## src/rtl/mtimer_pkg.sv

```systemverilog
// Shared constants for the memory-mapped machine timer: register offsets,
// CTRL field positions and reset values.
package mtimer_pkg;

    localparam logic [7:0] OFF_MTIME_LO      = 8'h00;
    localparam logic [7:0] OFF_MTIME_HI      = 8'h04;
    localparam logic [7:0] OFF_MTIMECMP_LO   = 8'h08;
    localparam logic [7:0] OFF_MTIMECMP_HI   = 8'h0C;
    localparam logic [7:0] OFF_CTRL          = 8'h10;
    localparam logic [7:0] OFF_STATUS        = 8'h14;
    localparam logic [7:0] OFF_MTIME_HI_SNAP = 8'h18;

    localparam int CTRL_EN      = 0;
    localparam int CTRL_IRQ_EN  = 1;
    localparam int CTRL_DIV_LSB = 8;

    localparam logic [63:0] MTIMECMP_RST = 64'hFFFF_FFFF_FFFF_FFFF;
    localparam logic [31:0] CTRL_RST     = 32'h0000_0001;

endpackage

```

## src/rtl/mtimer_presc.sv

```systemverilog
// Prescaler for the machine timer: counts 0..div while enabled and flags a
// tick in the cycle the count equals div.
module mtimer_presc #(
    parameter int PRESC_W = 8
) (
    input  logic               clk,
    input  logic               rst,
    input  logic               en,
    input  logic [PRESC_W-1:0] div,
    input  logic               clr,
    output logic               tick
);

    logic [PRESC_W-1:0] cnt_q;
    logic [PRESC_W-1:0] cnt_d;

    assign tick = en && (cnt_q == div);

    // next count: a CTRL write restarts the period, disable freezes it
    always_comb begin
        cnt_d = cnt_q;
        if (clr) begin
            cnt_d = '0;
        end else if (en) begin
            if (cnt_q == div) begin
                cnt_d = '0;
            end else begin
                cnt_d = cnt_q + {{(PRESC_W-1){1'b0}}, 1'b1};
            end
        end else begin
            cnt_d = cnt_q;
        end
    end

    // count register with synchronous active-low reset
    always_ff @(posedge clk) begin
        if (!rst) begin
            cnt_q <= '0;
        end else begin
            cnt_q <= cnt_d;
        end
    end

endmodule

```

## src/rtl/mtimer.sv

```systemverilog
// Memory-mapped machine timer: 64-bit mtime/mtimecmp, prescaler, control and
// a registered interrupt level; LO reads snapshot the upper half of mtime.
module mtimer
    import mtimer_pkg::*;
#(
    parameter logic [31:0] BASE_ADDR = 32'hFFFF_FF00,
    parameter int          PRESC_W   = 8
) (
    input  logic        clk,
    input  logic        rst,
    input  logic        rd_en,
    input  logic        wr_en,
    input  logic [31:0] addr,
    input  logic [31:0] wdata,
    output logic [31:0] rdata,
    output logic        hit,
    output logic        timer_interrupt
);

    logic [63:0]        mtime_q,    mtime_d;
    logic [63:0]        mtimecmp_q, mtimecmp_d;
    logic               en_q,       en_d;
    logic               irq_en_q,   irq_en_d;
    logic [PRESC_W-1:0] div_q,      div_d;
    logic [31:0]        hi_shadow_q, hi_shadow_d;
    logic               irq_q,      irq_d;

    logic [7:0]  off_s;
    logic        sel_s;
    logic        wr_s;
    logic        rd_s;
    logic        ctrl_wr_s;
    logic        tick_s;
    logic        cmp_ge_s;
    logic [31:0] ctrl_rd_s;

    assign off_s     = addr[7:0];
    assign hit       = (addr[31:8] == BASE_ADDR[31:8]);
    assign sel_s     = hit && (addr[1:0] == 2'b00);
    assign wr_s      = wr_en && sel_s;
    assign rd_s      = rd_en && sel_s;
    assign ctrl_wr_s = wr_s && (off_s == OFF_CTRL);
    assign cmp_ge_s  = (mtime_q >= mtimecmp_q);
    assign timer_interrupt = irq_q;

    mtimer_presc #(.PRESC_W(PRESC_W)) u_presc (
        .clk  (clk),
        .rst  (rst),
        .en   (en_q),
        .div  (div_q),
        .clr  (ctrl_wr_s),
        .tick (tick_s)
    );

    // register-file next state; a write to either mtime half swallows the tick
    always_comb begin
        mtime_d     = mtime_q;
        mtimecmp_d  = mtimecmp_q;
        en_d        = en_q;
        irq_en_d    = irq_en_q;
        div_d       = div_q;
        hi_shadow_d = hi_shadow_q;
        if (wr_s && (off_s == OFF_MTIME_LO)) begin
            mtime_d = {mtime_q[63:32], wdata};
        end else if (wr_s && (off_s == OFF_MTIME_HI)) begin
            mtime_d = {wdata, mtime_q[31:0]};
        end else if (tick_s) begin
            mtime_d = mtime_q + 64'd1;
        end else begin
            mtime_d = mtime_q;
        end
        if (wr_s && (off_s == OFF_MTIMECMP_LO)) begin
            mtimecmp_d = {mtimecmp_q[63:32], wdata};
        end else if (wr_s && (off_s == OFF_MTIMECMP_HI)) begin
            mtimecmp_d = {wdata, mtimecmp_q[31:0]};
        end else begin
            mtimecmp_d = mtimecmp_q;
        end
        if (ctrl_wr_s) begin
            en_d     = wdata[CTRL_EN];
            irq_en_d = wdata[CTRL_IRQ_EN];
            div_d    = wdata[CTRL_DIV_LSB +: PRESC_W];
        end else begin
            en_d     = en_q;
            irq_en_d = irq_en_q;
            div_d    = div_q;
        end
        if (rd_s && (off_s == OFF_MTIME_LO)) begin
            hi_shadow_d = mtime_q[63:32];
        end else begin
            hi_shadow_d = hi_shadow_q;
        end
        irq_d = irq_en_q && cmp_ge_s;
    end

    // CTRL readback with unused bits forced to zero
    always_comb begin
        ctrl_rd_s                               = 32'h0000_0000;
        ctrl_rd_s[CTRL_EN]                      = en_q;
        ctrl_rd_s[CTRL_IRQ_EN]                  = irq_en_q;
        ctrl_rd_s[CTRL_DIV_LSB +: PRESC_W]      = div_q;
    end

    // combinational read mux, zero outside the window or without a read strobe
    always_comb begin
        rdata = 32'h0000_0000;
        if (rd_s) begin
            case (off_s)
                OFF_MTIME_LO:      rdata = mtime_q[31:0];
                OFF_MTIME_HI:      rdata = mtime_q[63:32];
                OFF_MTIMECMP_LO:   rdata = mtimecmp_q[31:0];
                OFF_MTIMECMP_HI:   rdata = mtimecmp_q[63:32];
                OFF_CTRL:          rdata = ctrl_rd_s;
                OFF_STATUS:        rdata = {31'd0, cmp_ge_s};
                OFF_MTIME_HI_SNAP: rdata = hi_shadow_q;
                default:           rdata = 32'h0000_0000;
            endcase
        end else begin
            rdata = 32'h0000_0000;
        end
    end

    // state registers with synchronous active-low reset
    always_ff @(posedge clk) begin
        if (!rst) begin
            mtime_q     <= 64'd0;
            mtimecmp_q  <= MTIMECMP_RST;
            en_q        <= CTRL_RST[CTRL_EN];
            irq_en_q    <= CTRL_RST[CTRL_IRQ_EN];
            div_q       <= CTRL_RST[CTRL_DIV_LSB +: PRESC_W];
            hi_shadow_q <= 32'd0;
            irq_q       <= 1'b0;
        end else begin
            mtime_q     <= mtime_d;
            mtimecmp_q  <= mtimecmp_d;
            en_q        <= en_d;
            irq_en_q    <= irq_en_d;
            div_q       <= div_d;
            hi_shadow_q <= hi_shadow_d;
            irq_q       <= irq_d;
        end
    end

endmodule

```

## config.mk

```make
export PLATFORM = sky130hd
export DESIGN_NAME = mtimer
export DESIGN_NICKNAME = d
export VERILOG_FILES = /design/src/rtl/mtimer_pkg.sv /design/src/rtl/mtimer_presc.sv /design/src/rtl/mtimer.sv
export SDC_FILE = /design/constraint.sdc
export NUM_CORES = 1
export LEC_CHECK = 0
export BUFFER_PORTS_ARGS = -buffer_cell sky130_fd_sc_hd__buf_2
export CORE_MARGIN = 4
export CORE_UTILIZATION = 65
export DETAILED_ROUTE_END_ITERATION = 6
export PLACE_DENSITY = 0.86
export SKIP_LAST_GASP = 1
export SLEW_MARGIN = 20
export SYNTH_ARGS = -nofsm -noshare
export SYNTH_HDL_FRONTEND = slang
export SYNTH_SLANG_ARGS = --single-unit
export TNS_END_PERCENT = 30
```

## constraint.sdc

```tcl
create_clock -name clk -period 6.6 [get_ports clk]
set_input_delay 0.33 -clock clk [delete_from_list [all_inputs] [get_ports clk]]
set_output_delay 0.33 -clock clk [all_outputs]
set_load 0.03 [all_outputs]
```

==> metrics.log <==
INFO  metric status = finished, violations left
INFO  metric violated_checks = DRC
INFO  metric cts_inserted_buffers = 17
INFO  metric design.portCount = 102
INFO  metric logic_depth_of_the_worst_register_to_register_path = 7
INFO  metric worst-slew-pin-transition = 1.03 ns
INFO  metric fin_crit = 3.80 ns
INFO  metric post_route_clock_period_utilization = 0.575
INFO  metric cp.required = 6.27 ns
INFO  metric clock_tree.buffer_depth = 2
INFO  metric layout-area-overhead-vs-synth = 10.6%
INFO  metric route.met3.wl = 3810 um
INFO  metric grt_first_pass_wirelength = 51800 um
INFO  metric max_slew_headroom_at_the_worst_pin = 0.308
INFO  metric drive_gt1_frac = 0.129
INFO  metric timing.hold.worst_path_depth = 3
INFO  metric die_w = 136 um
INFO  metric clock.fmax = 0.263 GHz
INFO  metric post_synthesis_cells = 1307
INFO  metric synth_edf_count = 0
INFO  metric dp_hpwl = 21700 um
INFO  metric postCtsResizedCells = 0
INFO  metric placementRows = 46
INFO  metric worst_setup_path_startpoint = mtime_q[55]$_SDFFE_PN0P_
INFO  metric synthDistinctLibCells = 70
INFO  metric final_area = 0.0117 sq mm
INFO  metric antenna-diode-count = 0
INFO  metric layout_commonest_cell = sky130_fd_sc_hd__dfxtp_1
INFO  metric cts_setup_buffers = 0
INFO  metric fp.dieArea = 0.0184 sq mm
INFO  metric post-place-cells = 1552
INFO  metric setup_repair_after_global_routing_missed_its_margin = false
INFO  metric antenna_found_initial = 1
INFO  metric pin_count_of_the_biggest_net_entering_global_routing = 82
INFO  metric wirelength = 32200 um
INFO  metric clock_sinks = 179
INFO  metric highest_count_cells_in_the_layout_ignoring_fill_and_taps = 179 x sky130_fd_sc_hd__dfxtp_1, 155 x sky130_fd_sc_hd__nand2_1, 111 x sky130_fd_sc_hd__nor2_1
INFO  metric cts_hold_buffers = 0
INFO  metric cp_slowest_stage_delay = 0.60 ns
INFO  metric grt_pass1_vias = 10.0k
INFO  metric vdd_ir_drop_max = 0.190 mV
INFO  metric finalSetupViolations = 0
INFO  metric worstPathBufferInverterCount = 1
INFO  metric finish.net_count = 1489
INFO  metric power.static_leakage = 5.20 nW
INFO  metric power.density = 190 mW/mm^2
INFO  metric top_layer_used = met5
INFO  metric worstPathMaxFanout = 9
INFO  metric ys_seq_area_frac = 0.339
INFO  metric yosys.area_share.simple = 0.205
INFO  metric worstHoldPathType = in -> reg
INFO  metric most_common_flop_cell_mapped_by_yosys = sky130_fd_sc_hd__dfxtp_1
INFO  metric worst_clock_skew = 0.00933 ns
INFO  metric cap_viol_max_count = 0
INFO  metric yosys_warnings = 0
INFO  metric netlist_area = 0.0106 sq mm
INFO  metric regToRegEndpoint = mtime_q[62]$_SDFFE_PN0P_
INFO  metric drt_first_iter_violations = 1665
INFO  metric postSynthRegisterBits = 179
INFO  metric critPathMostFrequentCell = sky130_fd_sc_hd__a21oi_1
INFO  metric fillerInstances = 1239
INFO  metric maxSlewViolCount = 0
INFO  metric vias_per_cell = 6.84
INFO  metric synthesis.nets = 1441
INFO  metric die_span_in_y = 136 um
INFO  metric global_route.usage.total = 0.348
INFO  metric setup.worst_path.class = reg -> out
INFO  metric syn_avg_cell_area = 8.09 sq um
INFO  metric synth-xor-area-share = 0.0340
INFO  metric ff2ff_setup_slack = 3.63 ns
INFO  metric yosys.area_share.adder = 0.0781
INFO  metric worstSetupStartpointType = flip-flop
INFO  metric clock-root-buffer = sky130_fd_sc_hd__clkbuf_16
INFO  metric synth_largest_area_cell = sky130_fd_sc_hd__dfxtp_1
INFO  metric clock_latency = 0.44 ns
INFO  metric grt_overflow_total = 0
INFO  metric finalWeightedCongestion = 0.940
INFO  metric cts_tree = yes
INFO  metric dominant_combinational_cell_family_by_area_after_synthesis = compound AO/OA/AOI/OAI gates
INFO  metric routedWlPerCell = 20.3 um
INFO  metric cp-endpoint = rdata[0]
INFO  metric ys_top_cells_by_area = sky130_fd_sc_hd__dfxtp_1 34%, sky130_fd_sc_hd__ha_1 7.8%, sky130_fd_sc_hd__nand2_1 5.5%
INFO  metric cp_cell_sequence = ha_1 -> nand4_1 -> or4_1 -> or3b_1 -> nor4b_1 -> a21oi_1 -> a21o_1 -> a21oi_1 -> buf_2
INFO  metric post_layout_nonfiller_instances = 1584
INFO  metric detailroute.wirelength.met2 = 14400 um
INFO  metric worst_setup_hold_path_clk_slew = 0.07 ns
INFO  metric numPortBuffers = 101
INFO  metric synth_compound_gate_area_share = 0.251
INFO  metric finalHoldViolCount = 0
INFO  metric share_of_synthesized_registers_carrying_an_async_set_or_reset = 0
INFO  metric initial_standard_cell_utilization_of_the_core = 0.666
INFO  metric cp.depth = 9
INFO  metric fin_setup_tns = 0 ns
INFO  metric wp_data_arrival = 3.47 ns
INFO  metric drt_first_pass_iters = 7
INFO  metric antenna_left = 0
INFO  metric yosys.area.top_type_share = 0.339
INFO  metric detail_route.drc_violations = 7
INFO  metric m1WireLength = 13100 um
INFO  metric cts_max_level = 4
INFO  metric muxShareOfSynthArea = 0.0293
INFO  metric end_kind = primary output
INFO  metric critical-path-top-delay-family = simple AND/OR/NAND/NOR gates
INFO  metric core_area = 0.0159 sq mm
INFO  metric post_dp_cell_area = 0.0111 sq mm
INFO  metric worstReg2RegStart = mtime_q[12]$_SDFFE_PN0P_
INFO  metric dr_total_vias = 10.8k
INFO  metric crit_path_top_delay_cell = sky130_fd_sc_hd__or4_1
cell families after synthesis:
kind of cell,Yosys count
AO/OA/AOI/OAI,390
XOR/XNOR,41
adder cells (fa/ha/maj),66
buffers and inverters,163
flip-flops,179
multiplexers,31
AND/OR/NAND/NOR,437
cell type report:
cell class / count / area [sq um] / area share
Timing Repair Buffer: 116 / 618 / 0.0528
Inverter: 76 / 285 / 0.0244
Tap cell: 216 / 270 / 0.0231
Clock buffer: 17 / 425 / 0.0364
Sequential cell: 179 / 3580 / 0.306
Clock inverter: 15 / 179 / 0.0153
Multi-Input combinational cell: 965 / 6340 / 0.542
worst min-delay path: cells and delay by family:
kind	cells	cell delay, ns
AND/OR/NAND/NOR	1	0.06
AO/OA/AOI/OAI	1	0.05
buffers and inverters	1	0.13
worst min-delay path by stage:
stage	start	to	slack (ns)
2_1_floorplan	irq_en_q$_SDFFE_PN0P_	timer_interrupt$_SDFF_PN0_	0.42
3_3_place_gp	irq_en_q$_SDFFE_PN0P_	irq_en_q$_SDFFE_PN0P_	0.46
3_5_place_dp	irq_en_q$_SDFFE_PN0P_	timer_interrupt$_SDFF_PN0_	0.46
4_1_cts	wdata[8]	div_q[0]$_SDFFE_PN0P_	0.18
5_1_grt	wdata[15]	div_q[7]$_SDFFE_PN0P_	0.19
6_report	wdata[8]	div_q[0]$_SDFFE_PN0P_	0.18
per-stage QoR:
stage	total power [mW]	utilization	setup slack [ns]	hold slack (ns)
after detailed placement	1.18	0.698	3.26	0.464
final	2.22	0.737	2.80	0.179
after global placement	1.18	0.698	3.29	0.458
after global routing	2.26	0.737	2.61	0.189
after CTS	2.21	0.736	2.83	0.178
after floorplan	1.14	-	3.48	0.425
sequential cells by signal, summed over array words and instances, names as in the netlist:
signal	flops
div_q	8
en_q	1
hi_shadow_q	32
irq_en_q	1
mtime_q	64
mtimecmp_q	64
timer_interrupt	1
u_presc.cnt_q	8
cells in the mapped netlist, types with 10 or more instances:
cell and number:
sky130_fd_sc_hd__xnor2_1 21, sky130_fd_sc_hd__mux2i_1 31, sky130_fd_sc_hd__a21oi_1 110, sky130_fd_sc_hd__inv_1 75
sky130_fd_sc_hd__clkbuf_1 56, sky130_fd_sc_hd__and4_1 10, sky130_fd_sc_hd__o21ai_0 58, sky130_fd_sc_hd__a211oi_1 22
sky130_fd_sc_hd__nand2_1 155, sky130_fd_sc_hd__and3_1 15, sky130_fd_sc_hd__nor2_1 112, sky130_fd_sc_hd__a222oi_1 40
sky130_fd_sc_hd__a22oi_1 26, sky130_fd_sc_hd__ha_1 66, sky130_fd_sc_hd__nand3_1 35, sky130_fd_sc_hd__dfxtp_1 179
sky130_fd_sc_hd__xor2_1 20, sky130_fd_sc_hd__nor3_1 17, sky130_fd_sc_hd__buf_2 25, sky130_fd_sc_hd__a21o_1 12
sky130_fd_sc_hd__nand4_1 40, sky130_fd_sc_hd__o211ai_1 65
power breakdown:
group / total [mW] / switching, mW / internal [mW]
combinational: 0.0751 / 0.0514 / 0.0237
sequential: 1.08 / 0.00290 / 1.08
clock: 1.06 / 0.462 / 0.598
total: 2.22 / 0.516 / 1.70
layer usage:
metal,vias up,GRT usage
li1,4956,-
met1,5000,0.478
met2,785,0.544
met3,92,0.0747
met4,2,0.124
met5,-,0
Power figures use the tool's default switching activity.
